==> src/rtl/mem_arbiter.sv <==
// Round-robin arbiter sharing one memory port between I-cache refills and
// D-cache refills/write-backs; each grant lasts one full block burst.
module mem_arbiter #(
  parameter int ADDR_WIDTH  = 32,
  parameter int DATA_WIDTH  = 32,
  parameter int BLOCK_WORDS = 4
) (
  input  logic                          clk_i,
  input  logic                          rst_ni,
  input  logic                          ic_req_i,
  input  logic [ADDR_WIDTH-1:0]         ic_addr_i,
  output logic                          ic_rvalid_o,
  output logic [DATA_WIDTH-1:0]         ic_rdata_o,
  output logic [$clog2(BLOCK_WORDS)-1:0] ic_word_o,
  output logic                          ic_done_o,
  input  logic                          dc_req_i,
  input  logic                          dc_we_i,
  input  logic [ADDR_WIDTH-1:0]         dc_addr_i,
  input  logic [DATA_WIDTH-1:0]         dc_wdata_i,
  output logic                          dc_rvalid_o,
  output logic [DATA_WIDTH-1:0]         dc_rdata_o,
  output logic [$clog2(BLOCK_WORDS)-1:0] dc_word_o,
  output logic                          dc_done_o,
  output logic                          mem_req_o,
  output logic                          mem_we_o,
  output logic [ADDR_WIDTH-1:0]         mem_addr_o,
  output logic [DATA_WIDTH-1:0]         mem_wdata_o,
  input  logic                          mem_ready_i,
  input  logic [DATA_WIDTH-1:0]         mem_rdata_i,
  output logic                          busy_o
);

  localparam int WI     = $clog2(BLOCK_WORDS);
  localparam int BYTE_W = $clog2(DATA_WIDTH / 8);
  localparam logic [ADDR_WIDTH-1:0] BLK_MASK =
    ~ADDR_WIDTH'(BLOCK_WORDS * DATA_WIDTH / 8 - 1);

  localparam logic [2:0] S_IDLE = 3'd0;
  localparam logic [2:0] S_I_RD = 3'd1;
  localparam logic [2:0] S_D_RD = 3'd2;
  localparam logic [2:0] S_D_WR = 3'd3;
  localparam logic [2:0] S_DONE = 3'd4;

  logic [2:0]            state_q, state_d;
  logic [WI-1:0]         cnt_q, cnt_d;
  logic [ADDR_WIDTH-1:0] base_q, base_d;
  // Last grantee: 1 = D-cache, 0 = I-cache; also identifies who gets done.
  logic                  gnt_d_q, gnt_d_d;

  logic                  burst, ic_gnt, dc_gnt;
  logic [ADDR_WIDTH-1:0] beat_off;

  always_comb begin
    state_d = state_q;
    cnt_d   = cnt_q;
    base_d  = base_q;
    gnt_d_d = gnt_d_q;
    case (state_q)
      S_IDLE: begin
        if (dc_req_i && (!ic_req_i || !gnt_d_q)) begin
          state_d = dc_we_i ? S_D_WR : S_D_RD;
          base_d  = dc_addr_i & BLK_MASK;
          gnt_d_d = 1'b1;
          cnt_d   = '0;
        end else if (ic_req_i) begin
          state_d = S_I_RD;
          base_d  = ic_addr_i & BLK_MASK;
          gnt_d_d = 1'b0;
          cnt_d   = '0;
        end
      end
      S_I_RD, S_D_RD, S_D_WR: begin
        if (mem_ready_i) begin
          cnt_d = cnt_q + 1'b1;
          if (&cnt_q) state_d = S_DONE;
        end
      end
      default: state_d = S_IDLE;
    endcase
  end

  always_ff @(posedge clk_i or negedge rst_ni) begin
    if (!rst_ni) begin
      state_q <= S_IDLE;
      cnt_q   <= '0;
      base_q  <= '0;
      gnt_d_q <= 1'b0;
    end else begin
      state_q <= state_d;
      cnt_q   <= cnt_d;
      base_q  <= base_d;
      gnt_d_q <= gnt_d_d;
    end
  end

  always_comb begin
    burst  = (state_q == S_I_RD) || (state_q == S_D_RD) || (state_q == S_D_WR);
    ic_gnt = (state_q == S_I_RD);
    dc_gnt = (state_q == S_D_RD) || (state_q == S_D_WR);
    // Base is block-aligned, so OR-ing in the word offset never carries.
    beat_off = '0;
    beat_off[BYTE_W +: WI] = cnt_q;

    mem_req_o   = burst;
    mem_we_o    = (state_q == S_D_WR);
    mem_addr_o  = burst ? (base_q | beat_off) : '0;
    mem_wdata_o = (state_q == S_D_WR) ? dc_wdata_i : '0;

    ic_rvalid_o = ic_gnt && mem_ready_i;
    ic_rdata_o  = ic_gnt ? mem_rdata_i : '0;
    ic_word_o   = ic_gnt ? cnt_q : '0;
    ic_done_o   = (state_q == S_DONE) && !gnt_d_q;

    dc_rvalid_o = (state_q == S_D_RD) && mem_ready_i;
    dc_rdata_o  = (state_q == S_D_RD) ? mem_rdata_i : '0;
    dc_word_o   = dc_gnt ? cnt_q : '0;
    dc_done_o   = (state_q == S_DONE) && gnt_d_q;

    busy_o = (state_q != S_IDLE);
  end

endmodule
==> config.mk <==
export PLATFORM = sky130hd
export DESIGN_NAME = mem_arbiter
export DESIGN_NICKNAME = d
export VERILOG_FILES = /design/src/rtl/mem_arbiter.sv
export SDC_FILE = /design/constraint.sdc
export NUM_CORES = 1
export LEC_CHECK = 0
export BUFFER_PORTS_ARGS = -buffer_cell sky130_fd_sc_hd__buf_2
export CAP_MARGIN = 20
export CORE_AREA = 2 2 105 107
export CTS_BUF_LIST = sky130_fd_sc_hd__clkbuf_4
export DETAILED_ROUTE_END_ITERATION = 6
export DIE_AREA = 0 0 107 109
export GPL_ROUTABILITY_DRIVEN = 0
export PLACE_DENSITY = 0.62
export SYNTH_ARGS = -nofsm -noshare
export SYNTH_HDL_FRONTEND = slang
export SYNTH_SLANG_ARGS = --single-unit
==> constraint.sdc <==
create_clock -name clk_i -period 3.64 [get_ports clk_i]
set_clock_uncertainty 0.1 [all_clocks]
set_input_delay 0 -clock clk_i [delete_from_list [all_inputs] [get_ports clk_i]]
set_output_delay 0 -clock clk_i [all_outputs]
set_load 0.02 [all_outputs]
==> results.md <==
* Result of the run: finished clean
* Buffers on Ports at 262
* Post-route design area at 4650 um^2
* Most common cell after layout, fill and taps aside: sky130_fd_sc_hd__buf_2
* Routed via count at 3352
* Top fanout value on the critical path at 23
* Count of nets left with antenna violations after detail routing at 0
* Number of antenna violations at the first check in global routing at 1
* Via count normalized by instance count at 4.42
* Number of gates resized after CTS at 0
* Worst path required time at 3.72 ns
* Reg2Reg Launch Point: gnt_d_q
* Worst ir drop on vdd at 0.328 mV
* Placed Area at 3980 um^2
* Power share of the sequential group at 21.6%
* TritonCTS clock tree: done
* Net switching fraction of the power at 53.3%
* Net total in the final layout at 752
* Delay of the slowest cell on the worst path at 0.79 ns
* Number of core rows at 38
* CTS Sinks at 34
* Combinational group share of total power at 72.3%
* Setup Viol. Count Final at 0
* Die Ht at 109 um
* Half-perimeter wire length after placement at 7550 um
* FF+latch count, synth at 34
* Internal power of the cells at 1530 uW
* Count of mapped cells out of synthesis at 313
* Number of global-route vias before repair at 3274
* Master cell of the clock root buffer: sky130_fd_sc_hd__clkbuf_4
* Count of yosys warnings during synthesis at 0
* Post-CTS setup buffer count at 0
* Total Routing Usage GR at 17.3%
* Worst reg-to-reg setup slack at 0.93 ns
* Start point of the worst hold path: dc_req_i
* Most frequent cells in the layout: 262 x sky130_fd_sc_hd__buf_2, 101 x sky130_fd_sc_hd__and2_1, 61 x sky130_fd_sc_hd__dlygate4sd3_1
* First-pass GRT wire length at 16100 um
* Floorplan core area at 10600 um^2
* Highest achievable clock rate at 369 MHz
* CTS H-tree depth at 2
* Unrepaired setup endpoints after global routing: no
* Category of the critical setup timing path: flip-flop to flip-flop
* Post-Syn Area at 2590 um^2
* Startpoint class of the critical path: flip-flop
* Total leakage power at 0.00268 uW
* Top Family by Delay on Critical Path: buffers and inverters
* Slew at the pin closest to its max-slew limit at 1.05 ns
* Clock network fraction of total power at 6.0%
* Drt drc at 0
* Clock Path Buffers at 2
* Data arrival, critical path at 2.78 ns
* Full die area at 11700 um^2
* Clock transition time at the flip-flop clock pins of the worst setup and hold paths at 0.11 ns
* Crit-path slowest cell: sky130_fd_sc_hd__a21boi_4
* Post-DR wirelength/cell at 14.2 um
* Final worst-path cycle share at 74.4%
* Power density relative to cell area at 702 nW/um^2
* Critical path cell sequence: a21boi_4, buf_4, mux2i_1, dlygate4sd3_1, o21ai_0
* Number of buffers and inverters on the critical path at 2
* Sum of negative setup slack at 0 ns
* Detailed Routing Iterations Pass 1 at 6
* Number of different library cells in the post-synthesis netlist at 29
* Layout overhead on the synthesized area at 79.3%
* Sequential element share of the synthesized area at 32.8%
* Fraction of layout cells with a size suffix above 1 at 45.4%
* Largest net degree at the start of global routing at 40
* Worst setup EP type: flip-flop
* Max_cap viols at 0
* Avg Cell Area, Syn at 8.29 um^2
* Worst setup path startpoint: gnt_d_q
* Max-slew violation total from the final report at 0
* Latest clock arrival within the worst-skew pair at 0.33 ns
* Path type of the worst min-delay path: input port to flip-flop
* Residual overflow from global routing at 0
* Max_slew headroom at 30.2%
* Die W at 107 um
* Boundary Pins at 273
* Tmin final at 2.71 ns
* Initial DRC count at 230
* Starting density of the core at 24.5%
* Final wirelength at 10800 um
* Power spent charging and discharging nets at 1740 uW
* Clock buffer count from CTS at 5
* Final-report hold violation count at 0
[registers in the layout, indices dropped and copies added, names as in the netlist]
signal	count
base_q	28
cnt_q	2
gnt_d_q	1
state_q	3
[worst min-delay path, stage by stage]
cell	delay, ns
sky130_fd_sc_hd__buf_2	0.13
sky130_fd_sc_hd__nor2_2	0.12
sky130_fd_sc_hd__o21ai_0	0.15
sky130_fd_sc_hd__o21ai_0	0.08
[power by group through the flow]
stage	Sequential (uW)	Clock [uW]	Combinational [uW]
4_1_cts	706	209	2370
5_1_grt	736	221	2570
2_1_floorplan	630	0	1600
6_report	706	197	2360
3_3_place_gp	701	0	2240
3_5_place_dp	714	0	2260
[synth_stat cells]
library cell / instances / area share, %
sky130_fd_sc_hd__and2b_1: 1 / 0.29
sky130_fd_sc_hd__o21ai_1: 4 / 0.77
sky130_fd_sc_hd__o21ba_2: 1 / 0.39
sky130_fd_sc_hd__a31oi_1: 1 / 0.24
sky130_fd_sc_hd__nor3_1: 2 / 0.39
sky130_fd_sc_hd__nor3b_2: 1 / 0.48
sky130_fd_sc_hd__a21oi_1: 3 / 0.58
sky130_fd_sc_hd__and2_1: 101 / 24
sky130_fd_sc_hd__o2bb2ai_1: 1 / 0.34
sky130_fd_sc_hd__mux2i_1: 29 / 11
sky130_fd_sc_hd__inv_1: 2 / 0.29
sky130_fd_sc_hd__inv_2: 1 / 0.14
sky130_fd_sc_hd__nand3_1: 1 / 0.19
sky130_fd_sc_hd__nand2_1: 3 / 0.43
sky130_fd_sc_hd__o21ai_0: 53 / 10
sky130_fd_sc_hd__buf_2: 8 / 1.5
sky130_fd_sc_hd__dfrtp_1: 34 / 33
sky130_fd_sc_hd__a22oi_1: 1 / 0.29
sky130_fd_sc_hd__ha_1: 1 / 0.48
sky130_fd_sc_hd__o21ai_2: 1 / 0.34
sky130_fd_sc_hd__clkbuf_1: 19 / 2.7
sky130_fd_sc_hd__buf_4: 3 / 0.87
sky130_fd_sc_hd__o22a_1: 1 / 0.34
sky130_fd_sc_hd__a21boi_2: 1 / 0.43
sky130_fd_sc_hd__nor2b_4: 1 / 0.53
sky130_fd_sc_hd__conb_1: 1 / 0.14
sky130_fd_sc_hd__nor2_1: 4 / 0.58
sky130_fd_sc_hd__nor3_4: 1 / 0.63
sky130_fd_sc_hd__and3_1: 33 / 8.0
[per-stage QoR]
stage / power [uW] / util [%] / cells / hold WS [ns] / worst slack, ns
after detailed placement: 2980 / 37.5 / 688 / 0.0326 / 1.34
after floorplan: 2230 / - / 314 / -0.396 / 2.11
after global placement: 2940 / 37.5 / 688 / 0.0351 / 1.43
final: 3260 / 43.9 / 758 / 0.0846 / 0.932
after global routing: 3530 / 43.9 / 758 / 0.0975 / 0.752
after CTS: 3280 / 43.7 / 756 / 0.184 / 0.954
[final timing paths]
check / endpoint / cells after the start
worst min-delay path: base_q[4] / 4
worst max-delay path: base_q[29] / 5
min in group asynchronous: base_q[7] / 2
max in group asynchronous: state_q[0] / 2
worst min register to register: base_q[14] / 2
worst max register to register: base_q[29] / 5
[area by class of cell]
| cell class | instances | area [um^2] |
|---|---|---|
| clock buffers | 5 | 37.5 |
| flip-flops and latches | 34 | 851 |
| multi-input cells | 247 | 1610 |
| repair buffers | 326 | 1950 |
| inverters | 3 | 11.3 |
| well taps | 140 | 175 |
| diodes | 1 | 2.50 |
| fillers | 1066 | 5950 |
| clock inverters | 2 | 10.0 |
[cell families after synthesis]
family | Yosys count | share of synthesized area (%)
other | 1 | 0.145
AND/OR/NAND/NOR | 148 | 35.8
AO/OA/AOI/OAI | 67 | 13.9
adder cells (fa/ha/maj) | 1 | 0.482
multiplexers | 29 | 11.2
buffers and inverters | 33 | 5.60
flip-flops | 34 | 32.8
[metal layers]
layer,vias up,track usage (%),part of all wire (%)
li1,1654,-,-
met1,1517,19.9,39
met2,161,32.1,51
met3,20,3.23,7.0
met4,0,6.03,2.6
met5,-,0,0
[what timing repair did]
item	4_1_cts	5_1_grt
hold buffers	61	0
hold endpoints to repair	67	0
setup endpoints to repair	0	0
(Power assumes the default switching activity.)
